$ cat src/rtl/uart_alu_pkg.sv
// uart_alu_pkg: opcodes, FSM encoding and error codes shared by the UART/ALU sequencer
package uart_alu_pkg;
  localparam logic [5:0] OP_ADD = 6'b100000;
  localparam logic [5:0] OP_SUB = 6'b100010;
  localparam logic [5:0] OP_AND = 6'b100100;
  localparam logic [5:0] OP_OR  = 6'b100101;
  localparam logic [5:0] OP_XOR = 6'b100110;
  localparam logic [5:0] OP_NOR = 6'b100111;
  localparam logic [5:0] OP_SRA = 6'b000011;
  localparam logic [5:0] OP_SRL = 6'b000010;
  localparam logic [1:0] ERR_TIMEOUT = 2'b01;
  localparam logic [1:0] ERR_BADOP   = 2'b10;
  localparam logic [1:0] ERR_OVERRUN = 2'b11;
  typedef enum logic [2:0] {S_WAIT_A, S_WAIT_B, S_WAIT_OP, S_LATCH, S_WAIT_TX} state_t;
  function automatic logic is_valid_op(input logic [5:0] op);
    return op inside {OP_ADD, OP_SUB, OP_AND, OP_OR, OP_XOR, OP_NOR, OP_SRA, OP_SRL};
  endfunction
endpackage

$ cat src/rtl/uart_alu_ctrl_byte_timeout.sv
// byte_timeout: saturating idle counter that flags expiry one clock before it would reach TIMEOUT_CYCLES
module byte_timeout #(
  parameter int NB_TIMEOUT     = 16,
  parameter int TIMEOUT_CYCLES = 50000
) (
  input  logic i_clock,
  input  logic i_reset,
  input  logic i_clear,
  input  logic i_enable,
  output logic o_expired
);
  localparam logic [NB_TIMEOUT-1:0] LAST = NB_TIMEOUT'(TIMEOUT_CYCLES - 1);
  logic [NB_TIMEOUT-1:0] r_count;
  assign o_expired = (TIMEOUT_CYCLES != 0) && i_enable && !i_clear && r_count == LAST;
  always_ff @(posedge i_clock or negedge i_reset)
    if (!i_reset) r_count <= '0;
    else if (i_clear || o_expired || TIMEOUT_CYCLES == 0) r_count <= '0;
    else if (i_enable && r_count != '1) r_count <= r_count + NB_TIMEOUT'(1);
endmodule

$ cat src/rtl/uart_alu_ctrl.sv
// uart_alu_ctrl: gathers operand A, operand B and opcode from the UART, drives the ALU
// and sends its result back, reporting timeout / bad opcode / overrun faults.
module uart_alu_ctrl
  import uart_alu_pkg::*;
#(
  parameter int NB_DATA        = 8,
  parameter int NB_OP          = 6,
  parameter int NB_TIMEOUT     = 16,
  parameter int TIMEOUT_CYCLES = 50000
) (
  input  logic               i_clock,
  input  logic               i_reset,
  input  logic [NB_DATA-1:0] i_rx_data,
  input  logic               i_rx_valid,
  input  logic [NB_DATA-1:0] i_alu_result,
  input  logic               i_tx_done,
  output logic [NB_DATA-1:0] o_data_a,
  output logic [NB_DATA-1:0] o_data_b,
  output logic [NB_OP-1:0]   o_operation,
  output logic [NB_DATA-1:0] o_tx_data,
  output logic               o_tx_start,
  output logic               o_busy,
  output logic               o_error,
  output logic [1:0]         o_err_code
);
  state_t             r_state, w_next;
  logic [NB_DATA-1:0] r_data_a, r_data_b, r_tx_data;
  logic [NB_OP-1:0]   r_operation;
  logic               r_tx_start, r_error;
  logic [1:0]         r_err_code, w_err_code;
  logic               w_op_ok, w_expired, w_overrun, w_badop, w_error, w_in_wait;

  assign w_op_ok   = (i_rx_data >> NB_OP) == '0 && is_valid_op(i_rx_data[NB_OP-1:0]);
  assign w_in_wait = r_state == S_WAIT_B || r_state == S_WAIT_OP;

  byte_timeout #(.NB_TIMEOUT(NB_TIMEOUT), .TIMEOUT_CYCLES(TIMEOUT_CYCLES)) u_timeout (
    .i_clock  (i_clock),
    .i_reset  (i_reset),
    .i_clear  (i_rx_valid || !w_in_wait),
    .i_enable (w_in_wait),
    .o_expired(w_expired)
  );

  always_ff @(posedge i_clock or negedge i_reset)
    if (!i_reset) begin
      r_state     <= S_WAIT_A;
      r_data_a    <= '0;
      r_data_b    <= '0;
      r_operation <= '0;
      r_tx_data   <= '0;
      r_tx_start  <= 1'b0;
      r_error     <= 1'b0;
      r_err_code  <= '0;
    end else begin
      r_state    <= w_next;
      r_error    <= w_error;
      r_err_code <= w_err_code;
      r_tx_start <= r_state == S_LATCH;
      if (r_state == S_LATCH) r_tx_data <= i_alu_result;
      if (i_rx_valid && r_state == S_WAIT_A) r_data_a <= i_rx_data;
      if (i_rx_valid && r_state == S_WAIT_B) r_data_b <= i_rx_data;
      if (i_rx_valid && r_state == S_WAIT_OP && w_op_ok) r_operation <= i_rx_data[NB_OP-1:0];
    end

  // A byte arriving on the expiry cycle takes priority over the timeout
  always_comb begin
    w_next = r_state;
    case (r_state)
      S_WAIT_A:  w_next = i_rx_valid ? S_WAIT_B : S_WAIT_A;
      S_WAIT_B:  w_next = i_rx_valid ? S_WAIT_OP : w_expired ? S_WAIT_A : S_WAIT_B;
      S_WAIT_OP: w_next = i_rx_valid ? (w_op_ok ? S_LATCH : S_WAIT_A) : w_expired ? S_WAIT_A : S_WAIT_OP;
      S_LATCH:   w_next = S_WAIT_TX;
      S_WAIT_TX: w_next = i_tx_done ? S_WAIT_A : S_WAIT_TX;
      default:   w_next = S_WAIT_A;
    endcase
  end

  always_comb begin
    w_overrun  = i_rx_valid && (r_state == S_LATCH || r_state == S_WAIT_TX);
    w_badop    = i_rx_valid && r_state == S_WAIT_OP && !w_op_ok;
    w_error    = w_overrun || w_badop || w_expired;
    w_err_code = w_overrun ? ERR_OVERRUN : w_badop ? ERR_BADOP : w_expired ? ERR_TIMEOUT : r_err_code;
  end

  assign o_data_a    = r_data_a;
  assign o_data_b    = r_data_b;
  assign o_operation = r_operation;
  assign o_tx_data   = r_tx_data;
  assign o_tx_start  = r_tx_start;
  assign o_busy      = r_state != S_WAIT_A;
  assign o_error     = r_error;
  assign o_err_code  = r_err_code;
endmodule

$ cat config.mk
export PLATFORM = sky130hd
export DESIGN_NAME = uart_alu_ctrl
export DESIGN_NICKNAME = d
export VERILOG_FILES = /design/src/rtl/uart_alu_pkg.sv /design/src/rtl/uart_alu_ctrl_byte_timeout.sv /design/src/rtl/uart_alu_ctrl.sv
export SDC_FILE = /design/constraint.sdc
export NUM_CORES = 1
export LEC_CHECK = 0
export CORE_MARGIN = 4
export CORE_UTILIZATION = 50
export DETAILED_ROUTE_END_ITERATION = 12
export GPL_TIMING_DRIVEN = 0
export HOLD_SLACK_MARGIN = 0.08
export PLACE_DENSITY = 0.83
export SLEW_MARGIN = 10
export SYNTH_ARGS = -nofsm -noshare
export SYNTH_HDL_FRONTEND = slang
export SYNTH_HIERARCHICAL = 1
export SYNTH_SLANG_ARGS = --single-unit
export TNS_END_PERCENT = 50
$ cat constraint.sdc
create_clock -name i_clock -period 2.5 [get_ports i_clock]
set_clock_uncertainty 0.2 [all_clocks]
set_input_delay 0.5 -clock i_clock [delete_from_list [all_inputs] [get_ports i_clock]]
set_output_delay 0.5 -clock i_clock [all_outputs]
set_load 0.02 [all_outputs]
# After elaboration in Yosys (flattened, before gate mapping)
# Cells that the tools add are included.
word_totals:
  in_bits: 20
  register_bits: 53
  elab_cells: 62
op_classes:
  eq_ne: 14
  n_addsub: 1
  muxes: 13
  n_reduce_logical: 25
op_table:
  columns: ["cell", "n"]
  rows:
  - ["6-bit equality test (second input constant)", 6]
  - ["16-bit 2-to-1 mux", 2]
  - ["16-bit by 1-bit adder with 16-bit output (second input constant)", 1]
  - ["16-bit equality test (second input constant)", 1]
  - ["16-bit != test (second input constant)", 1]
  - ["3-bit one-hot mux with 5 select lines", 1]
  - ["2-bit 2-to-1 mux", 7]
  - ["6-bit by 2-bit equality test with 1-bit output (second input constant)", 2]
  - ["1-bit logical AND", 10]
  - ["8-bit zero test", 1]
  - ["8-bit nonzero test", 1]
  - ["3-bit by 2-bit equality test with 1-bit output (second input constant)", 2]
  - ["1-bit logical OR", 6]
  - ["3-bit nonzero test", 2]
  - ["3-bit by 1-bit equality test with 1-bit output (second input constant)", 1]
  - ["3-bit equality test (second input constant)", 1]
  - ["1-bit zero test", 3]
  - ["3-bit zero test", 1]
  - ["3-bit 2-to-1 mux", 1]
  - ["1-bit 2-to-1 mux", 2]
  - ["2-bit nonzero test", 1]

# Longest topological paths before layout
depth:
  ltp_word: 10
  mapped_depth: 10

# Modules after synthesis
# The synthesis kept the hierarchy.
by_module_without_submodules:
  columns: ["module", "cells_per_inst", "area_per_inst_um2", "n_inst"]
  rows:
  - ["uart_alu_ctrl", 122, 1517.7, 1]
  - ["byte_timeout", 102, 1032.2, 1]

# Least setup slack after synthesis
# Ideal clock, no wire load.
synth_timing:
  path_kind: "reg2reg"
  startpoint: "register r_state[0]"
  endpoint: "register u_timeout.r_count[14]"
  setup_ns: 0.077
  path_buffers: 3
  setup_slack_ns: 0.375
  stages_incl_launch_ff: 10
  arrival_time_ns: 1.848
  path_cell_list: "dfrtp_1 > buf_2 > xnor2_1 > nor2_1 > buf_4 > and4_1 > buf_4 > nand2_1 > or4_1 > a21oi_1"
synth_between:
  elab_chain_len: 9
  elab_cells_between_ends: 12
synth_lines:
  columns: ["element", "line_no", "source"]
  rows:
  - ["start, declared", "uart_alu_ctrl.sv:26", "state_t r_state, w_next;"]
  - ["start signal, assigned", "uart_alu_ctrl.sv:55", "r_state <= w_next;"]
  - ["3-bit by 1-bit equality test with 1-bit output / 3-bit by 2-bit equality test with 1-bit output (equally long branches)", "uart_alu_ctrl.sv:34", "assign w_in_wait = r_state == S_WAIT_B || r_state == S_WAIT_OP;"]
  - ["1-bit logical OR (*)", "uart_alu_ctrl.sv:34", null]
  - ["via w_in_wait", "uart_alu_ctrl.sv:31", "logic w_op_ok, w_expired, w_overrun, w_badop, w_error, w_in_wait;"]
  - ["1-bit zero test", "uart_alu_ctrl.sv:39", ".i_clear (i_rx_valid || !w_in_wait),"]
  - ["1-bit logical OR", "uart_alu_ctrl.sv:39", null]
  - ["1-bit zero test", "uart_alu_ctrl_byte_timeout.sv:14", "assign o_expired = (TIMEOUT_CYCLES != 0) && i_enable && !i_clear && r_count == LAST;"]
  - ["1-bit logical AND (2 in series)", "uart_alu_ctrl_byte_timeout.sv:14", null]
  - ["1-bit logical OR", "uart_alu_ctrl_byte_timeout.sv:17", "else if (i_clear || o_expired || TIMEOUT_CYCLES == 0) r_count <= '0;"]
  - ["16-bit 2-to-1 mux / 2-bit nonzero test (equally long branches)", null, null]
  - ["end signal, assigned", "uart_alu_ctrl_byte_timeout.sv:18", "else if (i_enable && r_count != '1) r_count <= r_count + NB_TIMEOUT'(1);"]
  - ["end, declared", "uart_alu_ctrl_byte_timeout.sv:13", "logic [NB_TIMEOUT-1:0] r_count;"]
# Mark *: on every way through the listed nets, which the timed path passes. The rest lies on a longest branch.
# A chain may end at the register's enable or synchronous reset.

# Worst setup path after layout
# Ends and elaborated chain as after synthesis.

==> run metrics <==
largest net degree at the start of global routing=29; Tot Pwr=around 3.4 mW; Max Fanout on Critical Path=8; htree depth=2; n_diodes=0; DRC=0; Die ar.=~0.0063 mm^2; Hold WC Path Type=flip-flop to flip-flop; YS warnings=6; Crit path required time=between 2 and 3 ns; CTS tree=built; initial antenna violation count=0; Mapped Avg Cell Area=11.4 um^2; simple-gate share of the synthesized area=0.245; relative slew slack=0.598; cell area after synthesis=~0.0025 mm^2; WL final=5310 um; min Tclk post-route=between 2 and 2.5 ns; Core Rows=25; Critical Path Sink Type=flip-flop; clock sinks=53; Die Ht=around 80 um; sequential share of the synthesized area=0.520; dpl ws=-0.0155 ns; gate count of the mapped netlist=approximately 220; Final Cycle Share=0.912; Vias=1952; Setup TNS Final=0 ns; synthesized flop and latch total=53; largest family of logic cells by synthesized area=simple AND/OR/NAND/NOR gates; DR iter-0 viols=~80; fmax=roughly 440 MHz; deepest clock path buffer count=2; Nets=308; hpwl dp=about 4000 um; RSZ-0062 raised after global routing=false; final hold viol count=0; Layout area overhead=28.9%; core area=~0.0048 mm^2; Routed WL per cell=roughly 15 um; Adder-Cell Fraction of Synth Area=0.00491; Max Cap Viol=0; initial core utilization=0.529; first-pass GRT wire length=a little under 9000 um; I/O pin count=55; Finished Cell Area=around 0.0033 mm^2; vias per cell=roughly 5.5; PD cells=roughly 1000 mW/mm^2; Buffers on Ports=54; total global routing overflow=0; syn_nets=245; CTS Root Cell=clkbuf_8; critical path launch point type=flip-flop; Die W=approximately 79 um; most common cell after layout, fill and taps aside=dfrtp_1; LEAKAGE=approximately 1.4 nW; gr usage total=0.178; Arrival @ worst endpoint=2.32 ns; Clock Pin Slew Worst Setup and Hold Paths=~0.090 ns; iteration count of the initial detailed-routing pass=4; measured slew at the worst slew-check pin=between 0.6 and 0.7 ns; Placer Congestion=0.888; Synth Area in XOR/XNOR=0.0137; critical path class=flip-flop to flip-flop; status=finished clean; Final Util=0.682; TritonCTS Buffers=5; final slew viol count=0; VDD IR max=about 0.73 mV; share of layout cells above drive strength 1=0.201; placed cell areas=roughly 0.0032 mm^2; Worst-Skew Late Latency=around 0.3 ns; Synth Area in Compound Gates=0.0967; most frequent cells in the layout=dfrtp_1, clkdlybuf4s50_1, nand2_1, mux2_2; Setup violations, final=0; ANT nets after route=0; slack of the critical path=roughly 0.22 ns; vias in the first global route=1947; library cells used by synthesis=51; multiplexer share of the synthesized area=0.0883
-- sequential cells by signal, indices dropped and copies added (netlist names) --
| register | cells |
|---|---|
| u_timeout/r_count | 16 |
| o_data_a | 8 |
| o_data_b | 8 |
| o_tx_data | 8 |
| o_operation | 6 |
| r_state | 3 |
| o_err_code | 2 |
| o_error | 1 |
| o_tx_start | 1 |
-- cells in the mapped netlist, drive strengths merged --
cell | instances | area share
nor2 | 13 | 0.025
or3 | 5 | 0.012
o211ai | 1 | 0.0029
inv | 2 | 0.0029
and3 | 2 | 0.0049
or4 | 7 | 0.022
nand3 | 7 | 0.014
nor4 | 4 | 0.022
ha | 1 | 0.0049
a311oi | 1 | 0.0034
and4 | 4 | 0.014
nor3 | 5 | 0.014
nor2b | 5 | 0.015
a31o | 1 | 0.0069
nand2b | 1 | 0.0025
a21bo | 1 | 0.0039
xnor2 | 1 | 0.0034
dfrtp | 53 | 0.52
and2 | 4 | 0.011
o2111ai | 1 | 0.0034
nand4 | 6 | 0.017
o21ai | 6 | 0.012
o221ai | 1 | 0.0059
buf | 8 | 0.027
o31ai | 6 | 0.018
mux2 | 20 | 0.088
nor3b | 1 | 0.0074
nand4b | 1 | 0.0034
nand3b | 2 | 0.0059
xor2 | 3 | 0.010
o22ai | 1 | 0.0025
and4b | 1 | 0.0044
a21oi | 14 | 0.035
nand2 | 32 | 0.047
clkinv | 1 | 0.0015
o32ai | 1 | 0.0034
and2b | 1 | 0.0029
-- through the flow --
| stage | hold slack (ns) | instances |
|---|---|---|
| 3_3_place_gp | 0.258 | 345 |
| 3_5_place_dp | 0.266 | 346 |
| 6_report | 0.283 | 355 |
| 4_1_cts | 0.288 | 355 |
| 2_1_floorplan | 0.00441 | 224 |
| 5_1_grt | 0.312 | 355 |
-- routing by layer --
layer | routed length (um) | share of wire | global-route usage | vias up
li1 | - | - | - | 938
met1 | 2430 | 0.46 | 0.222 | 969
met2 | 2540 | 0.48 | 0.294 | 38
met3 | 264 | 0.050 | 0.0564 | 7
met4 | 64 | 0.012 | 0.0601 | 0
met5 | 0 | 0 | 0 | -
-- power by group --
group	leakage, nW	total [mW]	internal [mW]	switching, mW
Sequential	0.679	1.25	1.12	0.134
Clock	0.0385	0.471	0.199	0.272
Combinational	0.661	1.66	0.814	0.850
Total	1.38	3.39	2.13	1.26
-- cell families (layout without fill, tap and decap cells) --
kind of cell	after synthesis	after routing
AO/OA/AOI/OAI	34	34
XOR/XNOR	4	4
adder cells (fa/ha/maj)	1	1
buffers and inverters	11	75
flip-flops	53	53
multiplexers	20	20
AND/OR/NAND/NOR	101	101
-- final timing paths --
path                              start  cells past startpoint                    end  slack, ns
setup / recovery             r_state[0]                      9  u_timeout/r_count[14]       0.22
hold / removal             o_tx_data[1]                      2           o_tx_data[1]       0.28
setup reg to reg             r_state[0]                      9  u_timeout/r_count[14]       0.22
hold reg to reg            o_tx_data[1]                      2           o_tx_data[1]       0.28
max in group asynchronous       i_reset                      3           o_tx_data[3]       1.02
min in group asynchronous       i_reset                      2   u_timeout/r_count[4]       0.53
-- worst max-delay path, stage by stage (launching register included) --
cell and delay (ns):
dfrtp_1 0.37, buf_2 0.18, xnor2_1 0.15, nor2_1 0.09, buf_4 0.16, and4_1 0.19
buf_4 0.15, nand2_1 0.11, or4_1 0.48, a21oi_1 0.14
-- cell type report --
cell class	instances	area [um^2]
Inverter	3	11.3
Clock inverter	1	7.51
Multi-Input combinational cell	160	1140
Tap cell	67	83.8
Buffer	8	68.8
Timing Repair Buffer	56	568
Fill cell	378	1530
Clock buffer	7	76.3
Sequential cell	53	1330
-- timing repair --
item	CTS	global route
setup endpoints to repair	0	1
hold buffers	1	0
resized for setup	0	1
hold endpoints to repair	25	0
setup buffers	0	0
Note: power is estimated with default switching activity, not from simulation.
